<file path="config.mk">
export PLATFORM = sky130hd
export DESIGN_NAME = hazard_unit
export DESIGN_NICKNAME = d
export VERILOG_FILES = /design/src/rtl/hazard_unit.sv
export SDC_FILE = /design/constraint.sdc
export NUM_CORES = 1
export LEC_CHECK = 0
export ABC_AREA = 1
export BUFFER_PORTS_ARGS = -buffer_cell sky130_fd_sc_hd__buf_2
export CAP_MARGIN = 20
export CORE_MARGIN = 4
export CORE_UTILIZATION = 54
export CTS_BUF_LIST = sky130_fd_sc_hd__clkbuf_2
export DETAILED_ROUTE_END_ITERATION = 10
export PLACE_DENSITY = 0.8
export SLEW_MARGIN = 40
export SYNTH_ARGS = -nofsm -noshare
export SYNTH_HDL_FRONTEND = slang
export SYNTH_SLANG_ARGS = --single-unit
</file>
<file path="constraint.sdc">
create_clock -name clk -period 2.5 [get_ports clk]
set_input_delay 0.375 -clock clk [delete_from_list [all_inputs] [get_ports clk]]
set_output_delay 0.375 -clock clk [all_outputs]
set_load 0.01 [all_outputs]
</file>
<file path="src/rtl/hazard_unit.sv">
// Pipeline hazard unit: load-use stall FSM, EX operand forwarding, branch flush, stall counter.
// Build option: define HAZARD_FWD_EN to enable forwarding; otherwise RAW hazards stall in ID.
module hazard_unit #(
    parameter int REG_ADDR_W = 5,
    parameter int LOAD_LAT   = 1,
    parameter int PERF_W     = 32
) (
    input  logic                  clk,
    input  logic                  rst_n,
    input  logic [REG_ADDR_W-1:0] id_rs1,
    input  logic [REG_ADDR_W-1:0] id_rs2,
    input  logic                  id_rs1_used,
    input  logic                  id_rs2_used,
    input  logic [REG_ADDR_W-1:0] ex_rs1,
    input  logic [REG_ADDR_W-1:0] ex_rs2,
    input  logic [REG_ADDR_W-1:0] ex_rd,
    input  logic                  ex_reg_write,
    input  logic                  ex_mem_read,
    input  logic [REG_ADDR_W-1:0] mem_rd,
    input  logic                  mem_reg_write,
    input  logic [REG_ADDR_W-1:0] wb_rd,
    input  logic                  wb_reg_write,
    input  logic                  branch_taken,
    output logic                  pc_write,
    output logic                  if_id_write,
    output logic                  if_id_flush,
    output logic                  id_ex_bubble,
    output logic [1:0]            fwd_a,
    output logic [1:0]            fwd_b,
    output logic                  stall_active,
    output logic [PERF_W-1:0]     stall_count
);

    localparam int CNT_W = $clog2(LOAD_LAT + 1);
    localparam bit MULTI_CYCLE = (LOAD_LAT > 1);

    typedef enum logic {
        IDLE  = 1'b0,
        STALL = 1'b1
    } state_t;

    state_t           state;
    logic [CNT_W-1:0] cnt;
    logic             lu;
    logic             raw_stall;

    // x0 is hardwired to zero, so it never creates a dependency.
    function automatic logic m(
        input logic [REG_ADDR_W-1:0] rs,
        input logic                  used,
        input logic [REG_ADDR_W-1:0] rd,
        input logic                  we
    );
        return used && we && (rd != '0) && (rd == rs);
    endfunction

    assign lu = ex_mem_read &&
                (m(id_rs1, id_rs1_used, ex_rd, 1'b1) || m(id_rs2, id_rs2_used, ex_rd, 1'b1));

`ifdef HAZARD_FWD_EN
    function automatic logic [1:0] fwd_sel(input logic [REG_ADDR_W-1:0] rs);
        if (mem_reg_write && (mem_rd != '0) && (mem_rd == rs)) return 2'b10;
        else if (wb_reg_write && (wb_rd != '0) && (wb_rd == rs)) return 2'b01;
        else return 2'b00;
    endfunction

    assign fwd_a     = fwd_sel(ex_rs1);
    assign fwd_b     = fwd_sel(ex_rs2);
    assign raw_stall = 1'b0;

    logic unused_nofwd_inputs;
    assign unused_nofwd_inputs = ex_reg_write;
`else
    assign fwd_a = 2'b00;
    assign fwd_b = 2'b00;
    // Writeback is not checked: the register file writes before it reads.
    assign raw_stall = m(id_rs1, id_rs1_used, ex_rd, ex_reg_write)
                    || m(id_rs2, id_rs2_used, ex_rd, ex_reg_write)
                    || m(id_rs1, id_rs1_used, mem_rd, mem_reg_write)
                    || m(id_rs2, id_rs2_used, mem_rd, mem_reg_write);

    logic unused_fwd_inputs;
    assign unused_fwd_inputs = ^{ex_rs1, ex_rs2, wb_rd, wb_reg_write};
`endif

    assign stall_active = (state == STALL);

    always_comb begin
        pc_write     = 1'b1;
        if_id_write  = 1'b1;
        if_id_flush  = 1'b0;
        id_ex_bubble = 1'b0;
        if (branch_taken) begin
            if_id_flush  = 1'b1;
            id_ex_bubble = 1'b1;
        end else if ((state == STALL) || lu || raw_stall) begin
            pc_write     = 1'b0;
            if_id_write  = 1'b0;
            id_ex_bubble = 1'b1;
        end
    end

    // The detection cycle is the first stall cycle, so STALL covers the remaining LOAD_LAT-1.
    always_ff @(posedge clk or negedge rst_n) begin
        if (!rst_n) begin
            state <= IDLE;
            cnt   <= '0;
        end else if (branch_taken) begin
            state <= IDLE;
            cnt   <= '0;
        end else begin
            case (state)
                IDLE: begin
                    if (lu && MULTI_CYCLE) begin
                        state <= STALL;
                        cnt   <= CNT_W'(LOAD_LAT - 1);
                    end
                end
                STALL: begin
                    cnt <= cnt - CNT_W'(1);
                    if (cnt == CNT_W'(1)) state <= IDLE;
                end
                default: begin
                    state <= IDLE;
                    cnt   <= '0;
                end
            endcase
        end
    end

    always_ff @(posedge clk or negedge rst_n) begin
        if (!rst_n) begin
            stall_count <= '0;
        end else if (!pc_write && (stall_count != '1)) begin
            stall_count <= stall_count + PERF_W'(1);
        end
    end

endmodule

</file>
==> results of run 1 <==
==> worst paths after layout <==
kind                       cells after the start      startpoint  slack, ps         endpoint
min reg2reg                                    2  stall_count[8]        530   stall_count[8]
min                                            2    branch_taken        170              cnt
min in group asynchronous                      2           rst_n        430  stall_count[31]
max reg2reg                                    9  stall_count[0]        460   stall_count[3]
max                                            9  stall_count[0]        460   stall_count[3]
max in group asynchronous                      2           rst_n       1730   stall_count[1]
==> critical path, delay by kind of cell (launching register included) <==
| kind | cells | cell delay (ps) |
|---|---|---|
| adders and majority gates | 1 | 240 |
| buffers and inverters | 1 | 280 |
| DFF | 1 | 510 |
| and+or+nand+nor | 7 | 880 |
==> cells in the mapped netlist, types with 3 or more instances <==
master                     number  area [um^2]
sky130_fd_sc_hd__nand2_1      215          807
sky130_fd_sc_hd__nor2_1        57          214
sky130_fd_sc_hd__inv_1         46          173
sky130_fd_sc_hd__dfrtp_1       34          851
sky130_fd_sc_hd__nand4_1       34          213
sky130_fd_sc_hd__nand3_1       16         80.1
sky130_fd_sc_hd__xor2_1        14          123
sky130_fd_sc_hd__nor3_1        13         65.1
sky130_fd_sc_hd__nand3b_1       8         60.1
sky130_fd_sc_hd__buf_4          6         45.0
sky130_fd_sc_hd__clkbuf_1       5         18.8
sky130_fd_sc_hd__buf_2          3         15.0
sky130_fd_sc_hd__buf_6          3         33.8
sky130_fd_sc_hd__o21ai_0        3         15.0
==> metrics by stage <==
step | setup slack, ps | utilization (%) | hold WS, ps | total power [mW]
floorplan | 563 | - | 79.4 | 0.759
global placement | 519 | 62.7 | 479 | 0.858
detailed placement | 490 | 62.7 | 490 | 0.866
CTS | 436 | 64.6 | 25.4 | 1.35
global route | 307 | 64.8 | 146 | 1.40
finish | 464 | 64.8 | 172 | 1.33
==> sequential cells by signal (all words and copies together), names as in the netlist <==
name,flops
cnt,1
stall_active,1
stall_count,32
==> layout make-up <==
cell class	count	area (um^2)
sequential	34	851
clock buffer	5	25.0
clock inverter	3	68.8
multi-input combinational	374	1680
timing repair buffer	72	398
inverter	47	176
fill	495	1780
tap	70	87.6
==> logic make-up (layout without fill, tap and decap cells) <==
| family | count (synthesis) | count (layout) | synth area share [%] |
|---|---|---|---|
| other cells | 1 | 4 | 0.133 |
| simple gates | 349 | 349 | 53.2 |
| fa+ha+maj | 1 | 1 | 0.444 |
| compound gates | 5 | 5 | 0.933 |
| flops | 34 | 34 | 30.2 |
| xor+xnor | 15 | 15 | 4.66 |
| buf+inv | 65 | 127 | 10.4 |
==> power groups by stage <==
stage,Clock [mW],Sequential (mW),Combinational [mW]
after floorplan,0,0.629,0.130
after global placement,0,0.626,0.232
after detailed placement,0,0.626,0.240
after CTS,0.489,0.616,0.241
after global routing,0.510,0.620,0.272
final,0.478,0.615,0.241
==> per-layer routing <==
metal | GRT usage, % | part of all wire, % | vias to the layer above
li1 | - | - | 1605
met1 | 34.5 | 45 | 1409
met2 | 41.7 | 46 | 115
met3 | 4.60 | 6.8 | 14
met4 | 7.60 | 1.7 | 0
met5 | 0 | 0 | -
==> what timing repair did <==
item	4_1_cts	5_1_grt
hold buffers	0	1
hold endpoints to repair	0	34
gates resized for setup	0	0
==> flow_summary.ini, run 1 <==
[floorplan]
die_h_um = 80.2
core_area_mm2 = 0.00507
die_area_mm2 = 0.00644
die_w_um = 80.2
placement_rows = 26
floorplan.initialDensity_pct = 55.5
boundaryPins = 85

[power_and_ir_drop]
power_density_mw_per_mm2 = 406
combPwrFrac_pct = 18.1
total_leakage_power_nw = 1.83
worst_ir_drop_vdd_v = 0.000256
cell_internal_pwr_mw = 0.937
power_frac_clock_pct = 35.8
pwr-share-seq_pct = 46.1
switching_power_mw = 0.397
sw_frac_of_total_pct = 29.8

[drt]
wire_per_inst_um = 12.7
dr.first_iter.drc_count = 196
drt-pass1-iter-count = 6
via_per_inst = 5.20
num_vias = 3143
detail-route-antenna-nets = 0
drc = 0
finalWirelength_mm = 7.71

[sta]
drv_slew = 0
total_setup_violations_reported_at_the_end_of_the_flow = 0
worst_pin_slew_ps = 522
min_period_over_period_pct = 81.4
finalCriticalPeriod_ps = 2040
fmaxAchievable_ghz = 0.491
clock-skew-final_ps = 30.6
totalNegativeSetupSlack_ps = 0
timing.slew.headroom_pct = 65.0
report.final.hold_viol_count = 0
grt_setup_unrepaired = false

[worst_setup_path]
worst_setup_path_end_kind = register
startpoint_type = register
category_of_the_most_critical_setup_path = register to register
timing.critical_path.slowest_cell_delay_ps = 510
crit_slowest_cell = sky130_fd_sc_hd__dfrtp_1
path_max_fanout = 32
cp_cell_sequence = ha_1 > nand3_2 > nor2_4 > nand2_1 > nor3_2 > nand4_2 > buf_4 > nand4_1 > nand2_1
worst-endpoint-arrival_ps = 2320
crit_top_cell = sky130_fd_sc_hd__nand2_1
wp_data_required_ps = 2780

[clock_network]
worst_setup_hold_path_clk_slew_ps = 200
clkSinkCount = 34
htreeDepth = 2
clock_buffer_count_from_cts = 5
cell_chosen_for_the_clock_root = sky130_fd_sc_hd__clkbuf_2
cts.path.max_buffers = 2
clock_tree_from_tritoncts = yes
cts_post_setup_buffers_inserted = 0
insertion_delay_ps = 400

[outcome]
outcome = finished clean

[global_route]
first_global_vias = 2889
largest_net_degree_at_the_start_of_global_routing = 35
grt.overflow.total = 0
global_route.usage.total_pct = 25.6
first_pass_grt_wire_length_mm = 13.1
antenna_found_initial = 0

[placed_design]
placement.cell_area_mm2 = 0.00318
finalWeightedCongestion = 0.966
dp_hpwl_mm = 5.99
place.port_buffers = 64
numPlacedInstances = 596

[finish]
areaGrowthSynthToFinish_pct = 16.8
insertedDiodeCount = 0
fin_area_mm2 = 0.00329
final_net_count = 579
layout-drive-gt1-share_pct = 15.9
layoutNonFillerInstCount = 605
layout.cells.most_common = sky130_fd_sc_hd__nand2_1
mostFrequentLayoutCells = 215 x sky130_fd_sc_hd__nand2_1, 63 x sky130_fd_sc_hd__buf_2, 57 x sky130_fd_sc_hd__nor2_1, 46 x sky130_fd_sc_hd__inv_1

[yosys]
average_footprint_of_a_synthesized_cell_um2 = 5.99
synth_top_flop_cell = sky130_fd_sc_hd__dfrtp_1
ys_warnings = 0
synthesis.area_mm2 = 0.00282
yosys_register_bits = 34
synth-edff-count = 0
number_of_distinct_library_cells_after_synthesis = 26
synthesis.instances = 470
synth-async-reset-ratio_pct = 100
ys_seq_area_share_pct = 30.2

[run]
maxCapViolations = 0

[hold_path]
holdCritPathClass = input pin to register
(Power assumes the default switching activity.)
==> inputs of run 2 (changes only) <==
==> constraint.sdc (replaced) <==
create_clock -name clk -period 2.14 [get_ports clk]
set_input_delay 0.321 -clock clk [delete_from_list [all_inputs] [get_ports clk]]
set_output_delay 0.321 -clock clk [all_outputs]
set_load 0.01 [all_outputs]
==> run 2 against run 1 <==
Sequential power is 15% higher. Largest cell class unchanged. Via count decreased by 0.51%. Final cell count rose by 0.99%. Cell area up 0.53%. Utilization grew 0.35 points.
==> flow_summary.ini, run 2 (synthesis results as in run 1) <==
[outcome]
outcome = finished clean

[sta]
fmaxAchievable_ghz = 0.515
grt_setup_unrepaired = false
clock-skew-final_ps = 19.3
totalNegativeSetupSlack_ps = 0
drv_slew = 0
min_period_over_period_pct = 90.8
finalCriticalPeriod_ps = 1940
worst_pin_slew_ps = 530
report.final.hold_viol_count = 0
timing.slew.headroom_pct = 64.4
total_setup_violations_reported_at_the_end_of_the_flow = 0

[global_route]
largest_net_degree_at_the_start_of_global_routing = 35
grt_most_used_layer = met2
grt.met1_usage_pct = 36.5
global_route.usage.total_pct = 26.4
grt_use_met2_pct = 44.2
grt.overflow.total = 0
antenna_found_initial = 0
first_pass_grt_wire_length_mm = 13.6
groute.layer.met3.usage_pct = 3.81
first_global_vias = 2897

[placed_design]
dp_hpwl_mm = 6.13
finalWeightedCongestion = 0.986
place.port_buffers = 64

[worst_setup_path]
path_buf_inv = 1
path_max_fanout = 17
startpoint_type = register
crit_slowest_cell = sky130_fd_sc_hd__dfrtp_1
timing.critical_path.slowest_cell_delay_ps = 430
worst_setup_path_end_kind = register
worst_path_dominant_cell_family = simple AND/OR/NAND/NOR gates
worst-endpoint-arrival_ps = 2260
crit_top_cell = sky130_fd_sc_hd__nand2_1
wp_data_required_ps = 2450
cp_cell_sequence = ha_1 > nand3_2 > nor2_4 > nand2_1 > nor3_2 > nand4_4 > nand3_2 > buf_4 > nand2_1 > nand2_1
category_of_the_most_critical_setup_path = register to register

[clock_network]
htreeDepth = 2
cts.path.max_buffers = 2
clock_tree_from_tritoncts = yes
clkSinkCount = 34
cell_chosen_for_the_clock_root = sky130_fd_sc_hd__clkbuf_2
insertion_delay_ps = 370
clock_buffer_count_from_cts = 5
worst_setup_hold_path_clk_slew_ps = 170

[finish]
layout-drive-gt1-share_pct = 17.0
areaGrowthSynthToFinish_pct = 17.5
insertedDiodeCount = 0
fill_cells = 499
final_net_count = 585
largest_register_ffs = 32
top_register = stall_count
layout.cells.most_common = sky130_fd_sc_hd__nand2_1
final_core_util_pct = 65.2
mostFrequentLayoutCells = 215 x sky130_fd_sc_hd__nand2_1, 63 x sky130_fd_sc_hd__buf_2, 57 x sky130_fd_sc_hd__nor2_1, 46 x sky130_fd_sc_hd__inv_1

[drt]
via_per_inst = 5.12
detail-route-antenna-nets = 0
drt-pass1-iter-count = 5
wire_per_inst_um = 12.8
drc = 0
dr.first_iter.drc_count = 200
finalWirelength_mm = 7.83
num_vias = 3127

[power_and_ir_drop]
total_leakage_power_nw = 1.85
power_density_mw_per_mm2 = 437
worst_ir_drop_vdd_v = 0.000327

[run]
maxCapViolations = 0

[floorplan]
die_area_mm2 = 0.00644
floorplan.initialDensity_pct = 55.5
die_h_um = 80.2
die_w_um = 80.2
placement_rows = 26
boundaryPins = 85
core_area_mm2 = 0.00507

[hold_path]
holdCritPathClass = input pin to register
## run 2: cell count changes in the layout (fill, tap and decap cells not counted), sizes merged
cell,previous run,this run
clkinv,2,3
buf,71,77
bufinv,2,1
## run 2: what timing repair did
item / CTS / global route
setup buffers: 0 / 1
endpoints found under the setup margin: 0 / 21
hold endpoints to repair: 8 / 0
gates resized for setup: 0 / 2
hold buffers: 1 / 0
## run 2: report_power, final
| part | total, mW | internal [mW] | switching [mW] |
|---|---|---|---|
| Clock | 0.421 | 0.194 | 0.227 |
| Sequential | 0.707 | 0.670 | 0.0374 |
| Combinational | 0.317 | 0.126 | 0.191 |
| Total | 1.45 | 0.990 | 0.455 |
## run 2: layout make-up
cell class              instances  area (um^2)  share of cell area (%)
multi-input cells             374         1700                    51.3
flip-flops and latches         34          851                    25.7
repair buffers                 78          430                    13.0
inverters                      47          176                    5.33
well taps                      70         87.6                    2.65
clock inverters                 3         40.0                    1.21
clock buffers                   5         25.0                   0.756
## run 2: path summary, 6_finish.rpt
| kind | from | endpoint | slack [ps] | depth (start not counted) |
|---|---|---|---|---|
| max | stall_count[1] | stall_count[6] | 200 | 10 |
| min | branch_taken | cnt | 130 | 2 |
| max reg2reg | stall_count[1] | stall_count[6] | 200 | 10 |
| min reg2reg | cnt | stall_active | 530 | 2 |
| max in group asynchronous | rst_n | cnt | 1410 | 2 |
| min in group asynchronous | rst_n | stall_count[11] | 400 | 2 |
## run 2: metal layers
layer  vias to the layer above  wire (um)
met3                         9        553
met2                       118       3600
met5                         -          0
li1                       1612          -
met4                         0         76
met1                      1388       3600
## run 2: metrics by stage
stage	hold WS [ps]	std cells	setup WS (ps)	cell area, um^2	power, mW
detailed placement	443	601	194	3210	1.02
floorplan	25.4	473	311	2830	0.887
global route	87.4	611	9.65	3310	1.55
finish	134	611	197	3310	1.45
global placement	424	601	232	3210	1.01
CTS	126	610	146	3280	1.45
==> inputs of run 3 (changes only) <==
--- a/config.mk
+++ b/config.mk
@@ -10,9 +10,10 @@
 export CAP_MARGIN = 20
 export CORE_MARGIN = 4
 export CORE_UTILIZATION = 54
-export CTS_BUF_LIST = sky130_fd_sc_hd__clkbuf_2
+export CTS_BUF_LIST = sky130_fd_sc_hd__clkbuf_4 sky130_fd_sc_hd__clkbuf_8
 export DETAILED_ROUTE_END_ITERATION = 10
 export PLACE_DENSITY = 0.8
+export RECOVER_POWER = 25
 export SLEW_MARGIN = 40
 export SYNTH_ARGS = -nofsm -noshare
 export SYNTH_HDL_FRONTEND = slang
==> run 3 against run 2 <==
Utilization is 0.57 points higher. Maximum frequency is 2.2% lower. Largest power group unchanged. Sequential power is 0.6% higher. First-iteration DRC count shrank 2.5%. Clock-buffer cell count is the same. Sequential share of layout area decreased by 0.22 points. Wire length up 1.5%. Clock power increased by 40%. Die area did not move. Via count increased by 0.13%.
==> flow_summary.ini, run 3 (synthesis results as in run 1) <==
[finish]
final_net_count = 584
insertedDiodeCount = 0
largest_register_ffs = 32
top_register = stall_count
layout-drive-gt1-share_pct = 16.7
layout.cells.most_common = sky130_fd_sc_hd__nand2_1
layoutNonFillerInstCount = 610
final_core_util_pct = 65.8
areaGrowthSynthToFinish_pct = 18.5
fin_area_mm2 = 0.00334
mostFrequentLayoutCells = 215 x sky130_fd_sc_hd__nand2_1, 63 x sky130_fd_sc_hd__buf_2, 57 x sky130_fd_sc_hd__nor2_1, 46 x sky130_fd_sc_hd__inv_1

[sta]
totalNegativeSetupSlack_ps = 0
timing.slew.headroom_pct = 43.4
finalHoldWorstSlack_ps = 227
report.final.hold_viol_count = 0
drv_slew = 0
finalCriticalPeriod_ps = 1990
total_setup_violations_reported_at_the_end_of_the_flow = 0
clock-skew-final_ps = 7.25
worst_pin_slew_ps = 849
min_period_over_period_pct = 92.8
fmaxAchievable_ghz = 0.503
grt_setup_unrepaired = true
timing.final.ws_setup_ps = 154

[drt]
drc = 0
via_per_inst = 5.13
wire_per_inst_um = 13.0
num_vias = 3131
dr.first_iter.drc_count = 195
drt-pass1-iter-count = 5
detail-route-antenna-nets = 0
finalWirelength_mm = 7.95

[run]
maxCapViolations = 0

[worst_setup_path]
cp_cell_sequence = ha_1 > nand3_2 > nor2_4 > nand2_1 > nor3_2 > nand4_4 > nand3_2 > buf_4 > nand2_1 > nand2_1
worst-endpoint-arrival_ps = 2210
timing.critical_path.slowest_cell_delay_ps = 420
wp_data_required_ps = 2360
startpoint_type = register
worst_setup_path_end_kind = register
path_max_fanout = 17
crit_top_cell = sky130_fd_sc_hd__nand2_1
crit_slowest_cell = sky130_fd_sc_hd__dfrtp_1
category_of_the_most_critical_setup_path = register to register

[floorplan]
die_w_um = 80.2
die_area_mm2 = 0.00644
placement_rows = 26
die_h_um = 80.2
boundaryPins = 85
core_area_mm2 = 0.00507
floorplan.initialDensity_pct = 55.5

[hold_path]
holdCritPathClass = input pin to register

[placed_design]
numPlacedInstances = 601
place.port_buffers = 64
dp_hpwl_mm = 6.13
worst_setup_slack_post_dpl_ps = 194
finalWeightedCongestion = 0.986
placement.cell_area_mm2 = 0.00321

[outcome]
outcome = finished clean

[clock_network]
cts.path.max_buffers = 2
htreeDepth = 2
worst_setup_hold_path_clk_slew_ps = 70
clock_tree_from_tritoncts = yes
clkSinkCount = 34
cell_chosen_for_the_clock_root = sky130_fd_sc_hd__clkbuf_8
cts_post_setup_buffers_inserted = 0
insertion_delay_ps = 290
clock_buffer_count_from_cts = 5

[power_and_ir_drop]
power_density_mw_per_mm2 = 481
worst_ir_drop_vdd_v = 0.000353
total_leakage_power_nw = 1.86
total_power_mw = 1.61

[global_route]
first_global_vias = 2894
largest_net_degree_at_the_start_of_global_routing = 35
first_pass_grt_wire_length_mm = 13.8
grt.overflow.total = 0
global_route.usage.total_pct = 26.7
antenna_found_initial = 0
run 3: cell types whose count changed in the layout (fill, tap and decap cells not counted):
| cell | delta |
|---|---|
| sky130_fd_sc_hd__buf_4 | -2 |
| sky130_fd_sc_hd__nor3_1 | +1 |
| sky130_fd_sc_hd__clkbuf_8 | +5 |
| sky130_fd_sc_hd__nor3_2 | -1 |
| sky130_fd_sc_hd__clkbuf_2 | -4 |
run 3: final timing paths:
check | start | end | slack (ps) | cells after the start
worst max-delay path | stall_count[1] | stall_count[6] | 150 | 10
worst min-delay path | branch_taken | cnt | 230 | 2
worst max register to register | stall_count[1] | stall_count[6] | 150 | 10
worst min register to register | stall_count[8] | stall_count[8] | 520 | 2
max in group asynchronous | rst_n | stall_active | 930 | 2
min in group asynchronous | rst_n | stall_count[15] | 670 | 2
run 3: routing by layer:
metal / vias up / GRT usage (%) / part of all wire [%]
li1: 1611 / - / -
met1: 1384 / 37.1 / 46
met2: 131 / 45.0 / 47
met3: 5 / 3.36 / 7.2
met4: 0 / 4.73 / 0.70
met5: - / 0 / 0
run 3: final cells by class:
class / instances / area, um^2
Fill cell: 491 / 1740
Multi-Input combinational cell: 374 / 1690
Sequential cell: 34 / 851
Timing Repair Buffer: 77 / 420
Inverter: 47 / 176
Tap cell: 70 / 87.6
Clock buffer: 5 / 68.8
Clock inverter: 3 / 40.0
run 3: critical path, delay by kind of cell, from the launching register on:
| family | cells | cell delay [ps] |
|---|---|---|
| simple gates | 8 | 1040 |
| flops | 1 | 420 |
| buf+inv | 1 | 230 |
| fa+ha+maj | 1 | 220 |
run 3: what timing repair did:
item,4_1_cts,5_1_grt
hold buffers,0,1
gates resized for setup,0,1
endpoints found under the hold margin,0,19
endpoints found under the setup margin,0,20
run 3: power by group:
part | internal (mW) | total (mW) | switching [mW]
logic | 0.116 | 0.305 | 0.189
clock network | 0.343 | 0.590 | 0.247
registers | 0.669 | 0.711 | 0.0417
total | 1.13 | 1.61 | 0.477
